`src/rtl/rr_dec_scheduler.sv`:
```
// rr_dec_scheduler: round-robin owner of one 4-to-16 one-hot select, grant held until release.
// Optional macro HOLD_TIMEOUT_EN forces release after MAX_HOLD grant cycles and pulses preempt.
module rr_dec_scheduler #(
    parameter int N_REQ    = 16,
    parameter int MAX_HOLD = 8
) (
    input  logic        clk,
    input  logic        rst,
    input  logic [15:0] req,
    output logic [15:0] gnt,
    output logic [3:0]  gnt_idx,
    output logic        gnt_vld,
    output logic        preempt
);
    typedef enum logic [1:0] {IDLE, GRANT, GAP} state_t;

    state_t      state_q, state_d;
    logic [15:0] gnt_q, gnt_d;
    logic [3:0]  idx_q, idx_d;
    logic [3:0]  ptr_q, ptr_d;
    logic        vld_q, vld_d;
    logic [4:0]  pick_res;
    logic [3:0]  ptr_nxt;

`ifdef HOLD_TIMEOUT_EN
    localparam int HW = $clog2(MAX_HOLD + 1);
    logic [HW-1:0] hold_q, hold_d;
    logic          preempt_q, preempt_d;
`endif

    // First set request at or after p0, wrapping at N_REQ; bit 4 flags "found".
    // Scanning backwards lets the earliest match in ptr order win.
    function automatic logic [4:0] pick(input logic [15:0] r, input logic [3:0] p0);
        logic [4:0] res;
        int         p;
        res = '0;
        for (int k = N_REQ - 1; k >= 0; k--) begin
            p = int'(p0) + k;
            if (p >= N_REQ) p -= N_REQ;
            if (r[4'(p)]) res = {1'b1, 4'(p)};
        end
        return res;
    endfunction

    assign pick_res = pick(req, ptr_q);
    assign ptr_nxt  = (idx_q == 4'(N_REQ - 1)) ? 4'd0 : idx_q + 4'd1;

    always_comb begin
        state_d = state_q;
        gnt_d   = gnt_q;
        idx_d   = idx_q;
        ptr_d   = ptr_q;
        vld_d   = vld_q;
`ifdef HOLD_TIMEOUT_EN
        hold_d    = hold_q;
        preempt_d = 1'b0;
`endif
        case (state_q)
            IDLE: begin
                if (pick_res[4]) begin
                    idx_d   = pick_res[3:0];
                    gnt_d   = 16'd1 << pick_res[3:0];
                    vld_d   = 1'b1;
                    state_d = GRANT;
`ifdef HOLD_TIMEOUT_EN
                    hold_d  = '0;
`endif
                end
            end
            GRANT: begin
                // ptr advances only on release, so the releaser drops to lowest priority
                if (!req[idx_q]) begin
                    gnt_d   = '0;
                    vld_d   = 1'b0;
                    ptr_d   = ptr_nxt;
                    state_d = GAP;
`ifdef HOLD_TIMEOUT_EN
                end else if (hold_q == HW'(MAX_HOLD - 1)) begin
                    gnt_d     = '0;
                    vld_d     = 1'b0;
                    ptr_d     = ptr_nxt;
                    state_d   = GAP;
                    preempt_d = 1'b1;
                end else begin
                    hold_d = hold_q + HW'(1);
`endif
                end
            end
            default: state_d = IDLE;
        endcase
    end

    always_ff @(posedge clk or posedge rst) begin
        if (rst) begin
            state_q <= IDLE;
            gnt_q   <= '0;
            idx_q   <= '0;
            ptr_q   <= '0;
            vld_q   <= 1'b0;
`ifdef HOLD_TIMEOUT_EN
            hold_q    <= '0;
            preempt_q <= 1'b0;
`endif
        end else begin
            state_q <= state_d;
            gnt_q   <= gnt_d;
            idx_q   <= idx_d;
            ptr_q   <= ptr_d;
            vld_q   <= vld_d;
`ifdef HOLD_TIMEOUT_EN
            hold_q    <= hold_d;
            preempt_q <= preempt_d;
`endif
        end
    end

    assign gnt     = gnt_q;
    assign gnt_idx = idx_q;
    assign gnt_vld = vld_q;
`ifdef HOLD_TIMEOUT_EN
    assign preempt = preempt_q;
`else
    assign preempt = 1'b0;
`endif

endmodule

```
`config.mk`:
```
export PLATFORM = sky130hd
export DESIGN_NAME = rr_dec_scheduler
export DESIGN_NICKNAME = d
export VERILOG_FILES = /design/src/rtl/rr_dec_scheduler.sv
export SDC_FILE = /design/constraint.sdc
export NUM_CORES = 1
export LEC_CHECK = 0
export ABC_AREA = 1
export BUFFER_PORTS_ARGS = -buffer_cell sky130_fd_sc_hd__buf_2
export CORE_MARGIN = 4
export CORE_UTILIZATION = 45
export CTS_CLUSTER_SIZE = 30
export DETAILED_ROUTE_END_ITERATION = 16
export PLACE_DENSITY = 0.63
export SLEW_MARGIN = 40
export SYNTH_ARGS = -nofsm -noshare
export SYNTH_HDL_FRONTEND = slang
export SYNTH_SLANG_ARGS = --single-unit
```
`constraint.sdc`:
```
create_clock -name clk -period 4.6 [get_ports clk]
set_input_delay 0.69 -clock clk [delete_from_list [all_inputs] [get_ports clk]]
set_output_delay 0.69 -clock clk [all_outputs]
set_load 0.01 [all_outputs]
```
Word level (Yosys, flattened, before mapping)
Cells that the tools add are included.

word-level totals
  register bits = 27
  bits in latches = 0
  RAM bits = 0
  ROM bits = 0
  input bits = 18
  output and inout port bits = 22
  logic and storage cells = 174
  memories = 0

operators by class
  add/sub/neg operators = 32
  $mul = 0
  div/mod/pow operators = 0
  magnitude comparators = 33
  equal/unequal tests = 4
  shift-type cells = 1
  muxes and demuxes = 92
  bitwise operators = 1
  reduce and logical (&&, ||, !) cells = 6

operators by type and width
  operator                                                           number
  less-than comparator 4 x 6 -> 1 bit, second input constant         16
  2-to-1 mux 5 bit                                                   16
  greater-or-equal comparator 5 bit, second input constant           15
  binary-select mux 1 bit (select 4 bit)                             17
  2-to-1 mux 4 bit                                                   17
  subtractor 4 x 1 -> 4 bit, second input constant                   16
  adder 4 x 4 -> 5 bit, second input constant                        8
  2-to-1 mux 1 bit                                                   35
  2-to-1 mux 16 bit                                                  2
  one-hot mux 16 bit (2 select lines)                                1
  adder 4 x 3 -> 5 bit, second input constant                        4
  left shift 1 x 4 -> 16 bit, first input constant                   1
  adder 4 x 2 -> 5 bit, second input constant                        2
  AND reduction 2 bit                                                3
  adder 4 x 1 -> 5 bit, second input constant                        1
  greater-or-equal comparator 4 x 5 -> 1 bit, second input constant  1
  less-than comparator 4 x 5 -> 1 bit, second input constant         1
  adder 4 x 1 -> 4 bit, second input constant                        1
  == test 4 bit, second input constant                               1
  2-to-1 mux 2 bit                                                   2
  inequality test 2 bit, second input constant                       2
  one-hot mux 2 bit (2 select lines)                                 1
  AND reduction 3 bit                                                1
  == test 2 x 1 -> 1 bit, second input constant                      1
  other kinds (4)                                                    4

Logic depth before layout (Yosys ltp)
  depth in word-level cells = 25
  depth in mapped cells = 31

Worst setup path before layout
No wires, ideal clock.

  path kind = flip-flop to flip-flop
  from = reg ptr_q[1]
  to = reg gnt_q[10] (netlist: gnt[10])
  setup time = 118 ps
  data arrival time = 2817 ps
  slack = 1666 ps
  stages on the path, launching flop included = 27
  path buffers = 2
  period minus slack after synthesis = 2934 ps
  path through = dfrtp_1 > inv_1 > buf_2 > ha_1 > inv_1 > buf_2 > nand3_1 > nand3_1 > o21ai_0 > nand2_1 > nand2_1 > inv_1 > nand2_1 > nand2_1 > nand2_1 > nand2_1 > nand2_1 > nand3_1 > nand2_1 > nand2_1 > nand2_1 > nand2_1 > nand2_1 > a21oi_2 > nor2_1 > nand3_1 > nand2_1

between the ends
  longest elaborated chain between the ends = 25
  elaborated cells on any way between the ends = 132
  classes of those cells = add/sub (31); order compare (16); eq/ne (1); shift (1); mux (82); reduce/logical (1)

RTL lines
  item                                                                            RTL line  RTL
  start, declared                                                                 20        logic [3:0] ptr_q, ptr_d;
  start signal, assigned                                                          108       ptr_q <= ptr_d;
  adder 4 x 4 -> 5 bit                                                            38        p = int'(p0) + k;
  subtractor 4 x 1 -> 4 bit or greater-or-equal comparator 5 bit (tied branches)  39        if (p >= N_REQ) p -= N_REQ;
  2-to-1 mux 4 bit                                                                39
  binary-select mux 1 bit (select 4 bit)                                          40        if (r[4'(p)]) res = {1'b1, 4'(p)};
  2-to-1 mux 1 bit (implied by the code) (2 in series)                            40
  2-to-1 mux 5 bit (15 in series)                                                 40
  2-to-1 mux 5 bit *                                                              40
  left shift 1 x 4 -> 16 bit                                                      62        gnt_d = 16'd1 << pick_res[3:0];
  2-to-1 mux 16 bit                                                               60        if (pick_res[4]) begin
  one-hot mux 16 bit (2 select lines)                                             58        case (state_q)
  end signal, assigned                                                            106       gnt_q <= gnt_d;
  end, declared                                                                   18        logic [15:0] gnt_q, gnt_d;

Every way passes the cells marked *; elsewhere a longest branch is shown, timed or not. The select of a mux whose other input is x is not followed.
A chain may end at the register's enable or synchronous reset.

Final worst setup path
  from = reg ptr_q[0]
  to = reg gnt_q[14] (netlist: gnt[14])

Same word-level chain as after synthesis.

==> impl_results.md <==
* Placed instance count at 627
* Effective utilization at floorplan at 46.9%
* Worst slew margin at 51.0%
* Fill cell instance count of the final layout at 712
* #FFs+latches synth at 27
* Peak per-stage delay on the critical path at 560 ps
* EDFF count, synth at 0
* Count of hold buffers inserted by post-cts repair at 0
* Area share of the leading cell type in the synthesized netlist at 27.8%
* Register Area at 676 µm²
* Most frequent cell after synthesis: sky130_fd_sc_hd__nand2_1
* Number of cells on the worst reg-to-reg path at 27
* Post-synth design cell area at 3010 µm²
* Vias per cell at 5.57
* Final Critical Period at 3860 ps
* Final WL at 9400 µm
* CP Max Fanout at 26
* Syn_area_per_cell at 5.74 µm²
* Count of antenna-violating nets left after detailed routing at 0
* Number of gates resized after CTS at 0
* Synthesized Nets at 550
* Io pins at 40
* Total routing resource utilization after global routing at 22.9%
* Core Footprint at 6420 µm²
* Endpoint kind of the worst setup timing path: flop
* Area of the multi-input gates at 2050 µm²
* Routed wire per std cell at 14.9 µm
* Cells after synthesis at 524
* Number of nets in the finished design at 581
* Synth Area in Compound Gates at 13.4%
* Result of the run: finished, final reports clean
* Maximum clock rate at 259 MHz
* Drt first pass iters at 5
* Most used standard cells in the synthesized netlist: sky130_fd_sc_hd__nand2_1 (223), sky130_fd_sc_hd__nand3_1 (78), sky130_fd_sc_hd__a21oi_1 (39)
* Via count of the first global-routing pass at 3164
* Type of the worst min-delay path: input pin to asynchronous set/reset pin
* Arrival time worst endpoint at 4080 ps
* Area growth from synthesis to final layout at 8.23%
* Cell family contributing the most delay on the critical path: simple AND/OR/NAND/NOR gates
* Antenna violations before repair at 0
* Global route overflow at 0
* Share of synthesized cell area in and, or, nand and nor gates at 48.9%
* Unrepaired setup endpoints after global routing: false
* Row count at 29
* Die Width at 89.8 µm
* Total setup buffers inserted after CTS at 0
* Synthesized-area fraction occupied by xor and xnor cells at 2.33%
* Number of max-cap violations at 0
* Maximum number of pins on one net before global-route repair at 28
* RePlAce Congestion at 0.916
* Top cells by area in the synthesized netlist: sky130_fd_sc_hd__nand2_1 (28%), sky130_fd_sc_hd__dfrtp_1 (22%), sky130_fd_sc_hd__nand3_1 (13%)
* Area enclosed by the die boundary at 8060 µm²
* Final hold violations at 0
* Stages on the worst setup path at 27
* Clock tree from TritonCTS: yes
* Setup TNS after final layout at 0 ps
* Clock root buffer: sky130_fd_sc_hd__clkbuf_8
* Met3 Resource Use GR at 2.42%
* Number of cells in the finished layout apart from fillers at 631
* Actual transition at the worst max-transition pin at 729 ps
* Layout cells sized above 1 at 11.7%
* Yosys top cell by area: sky130_fd_sc_hd__nand2_1
* Cell with the largest stage delay on the worst path: sky130_fd_sc_hd__ha_1
* Cts bufs inserted at 3
* Multiplexer area fraction after synthesis at 0%
* Share of the clock period used by the worst path after layout at 84.0%
* Clock tree buffer depth at 2
* Most used cell along the critical path: sky130_fd_sc_hd__nand2_1
* Half-perimeter wire length after detailed placement at 7230 µm
* Setup Viol. Count Final at 0
* Met1 usage in global routing at 32.9%
* DIE HEIGHT at 89.8 µm
* Detailed router's first-iteration violation count at 290
* Path type of the worst setup path: flop to flop
* Startpoint kind of the worst setup timing path: flop
* CTS sink cnt at 27
* Most used DFF post-synth: sky130_fd_sc_hd__dfrtp_1
* Total buffers and inverters traversed by the critical path at 3
* Async set or reset register ratio after synthesis at 100%
* Number of pins exceeding their max-slew limit in the final report at 0
* Post-Synth Adder-Cell Area at 3.33%
* GR met2 Demand/Resource at 35.8%
* Main combinational cell family by area after synthesis: simple AND/OR/NAND/NOR gates
* First-pass GRT wire length at 15600 µm
* Worst-skew pair later-pin latency at 270 ps
* Worst clock skew on the final layout at 10.2 ps
* Clock H-tree levels at 1
* PortBufs at 38
* Clock transition at the register clock pins on the worst setup and hold paths after CTS at 100 ps
* Warning count from the yosys run at 0
* Most utilized layer in the global route result: met2
* Vias after detailed routing at 3516
* Unique cell type count in the Yosys netlist at 34
* Diode count at 0
* Required arrival time at the worst endpoint at 4820 ps
* Proportion of synthesized chip area in sequential cells at 22.5%
* Remaining DRCs at 0
[metrics by stage]
stage	hold WS [ps]	util [%]	setup slack, ps	cell area, µm²
after floorplan	502	-	1670	3010
after global placement	460	50.0	911	3210
after detailed placement	460	50.0	805	3210
after CTS	476	50.7	794	3260
after global routing	495	50.7	279	3260
final	463	50.7	736	3260
[cell families (layout without fill, tap and decap cells)]
| family | count (synthesis) | in the layout |
|---|---|---|
| compound gates | 71 | 71 |
| other cells | 1 | 1 |
| buf+inv | 60 | 90 |
| xor+xnor | 8 | 8 |
| flops | 27 | 27 |
| fa+ha+maj | 8 | 8 |
| simple gates | 349 | 349 |
[layout make-up]
cell class / count / area share, %
Clock buffer: 3 / 1.27
Clock inverter: 1 / 0.154
Inverter: 43 / 4.96
Multi-Input combinational cell: 437 / 62.9
Sequential cell: 27 / 20.7
Tap cell: 77 / 2.96
Timing Repair Buffer: 43 / 6.99
[worst register-to-register path, stage by stage (launching register included)]
cell	delay, ps
sky130_fd_sc_hd__dfrtp_1	330
sky130_fd_sc_hd__buf_4	280
sky130_fd_sc_hd__inv_2	70
sky130_fd_sc_hd__ha_1	560
sky130_fd_sc_hd__inv_1	290
sky130_fd_sc_hd__nand3_1	230
sky130_fd_sc_hd__nand3_1	120
sky130_fd_sc_hd__nand3_1	170
sky130_fd_sc_hd__nand2_1	70
sky130_fd_sc_hd__nor2_2	160
sky130_fd_sc_hd__nand2_1	70
sky130_fd_sc_hd__nand3_1	80
sky130_fd_sc_hd__nand2_1	50
sky130_fd_sc_hd__nand2_1	50
sky130_fd_sc_hd__nand2_1	50
sky130_fd_sc_hd__nand2_1	60
sky130_fd_sc_hd__nand2_1	50
sky130_fd_sc_hd__nand2_1	50
sky130_fd_sc_hd__nand2_1	40
sky130_fd_sc_hd__nand2_1	50
sky130_fd_sc_hd__nand2_1	50
sky130_fd_sc_hd__nand2_1	50
sky130_fd_sc_hd__nand2_1	40
sky130_fd_sc_hd__nand2_1	50
sky130_fd_sc_hd__nand2_1	270
sky130_fd_sc_hd__nor2_1	320
sky130_fd_sc_hd__nand3_1	110
sky130_fd_sc_hd__nand2_1	70
[worst paths after layout]
path | from | end | slack, ps
max | ptr_q[0] | gnt[14] | 740
min | rst | gnt[15] | 460
max reg2reg | ptr_q[0] | gnt[14] | 740
min reg2reg | gnt[11] | gnt[11] | 490
max in group asynchronous | rst | gnt_idx[1] | 3760
min in group clk | gnt[11] | gnt[11] | 490
[sequential cells by signal (all words and copies together), names as in the netlist]
signal and count:
gnt 16, gnt_idx 4, ptr_q 4, state_q 2, gnt_vld 1
[metal layers]
layer	share of wire [%]	wire length, µm	vias up
li1	-	-	1773
met3	6.8	644	21
met4	2.9	274	0
met1	47	4400	1574
met5	0	0	-
met2	43	4080	148
[cells in the final DEF (no fill, tap or decap)]
cell type / netlist / routed
sky130_fd_sc_hd__o221ai_1: 1 / 1
sky130_fd_sc_hd__dfrtp_1: 27 / 27
sky130_fd_sc_hd__nand2_1: 223 / 223
sky130_fd_sc_hd__nand4_1: 8 / 8
sky130_fd_sc_hd__or2_2: 1 / 1
sky130_fd_sc_hd__xor2_1: 7 / 7
sky130_fd_sc_hd__nor3_1: 2 / 2
sky130_fd_sc_hd__nor2_1: 27 / 27
sky130_fd_sc_hd__xnor2_1: 1 / 1
sky130_fd_sc_hd__inv_2: 4 / 5
sky130_fd_sc_hd__buf_4: 3 / 5
sky130_fd_sc_hd__and2_1: 1 / 1
sky130_fd_sc_hd__o31ai_1: 1 / 1
sky130_fd_sc_hd__ha_1: 8 / 8
sky130_fd_sc_hd__a21oi_2: 3 / 3
sky130_fd_sc_hd__a21oi_1: 39 / 39
sky130_fd_sc_hd__a21oi_4: 1 / 1
sky130_fd_sc_hd__nand2_2: 4 / 4
sky130_fd_sc_hd__a31oi_1: 1 / 1
sky130_fd_sc_hd__o22ai_1: 2 / 2
sky130_fd_sc_hd__conb_1: 1 / 1
sky130_fd_sc_hd__o211ai_1: 4 / 4
sky130_fd_sc_hd__buf_2: 8 / 38
sky130_fd_sc_hd__o21ai_2: 1 / 1
sky130_fd_sc_hd__clkinv_2: 0 / 1
sky130_fd_sc_hd__nor4_1: 2 / 2
sky130_fd_sc_hd__inv_1: 38 / 37
sky130_fd_sc_hd__clkbuf_8: 0 / 3
sky130_fd_sc_hd__nand3_1: 78 / 78
sky130_fd_sc_hd__o21ai_0: 17 / 17
sky130_fd_sc_hd__nor2_8: 1 / 1
sky130_fd_sc_hd__clkinv_1: 1 / 1
sky130_fd_sc_hd__o21a_1: 1 / 1
sky130_fd_sc_hd__nor2_2: 2 / 2
Power is left out: the tool's default activity adds up to more than one toggle a clock period on the data nets, which glitch-free logic cannot reach.
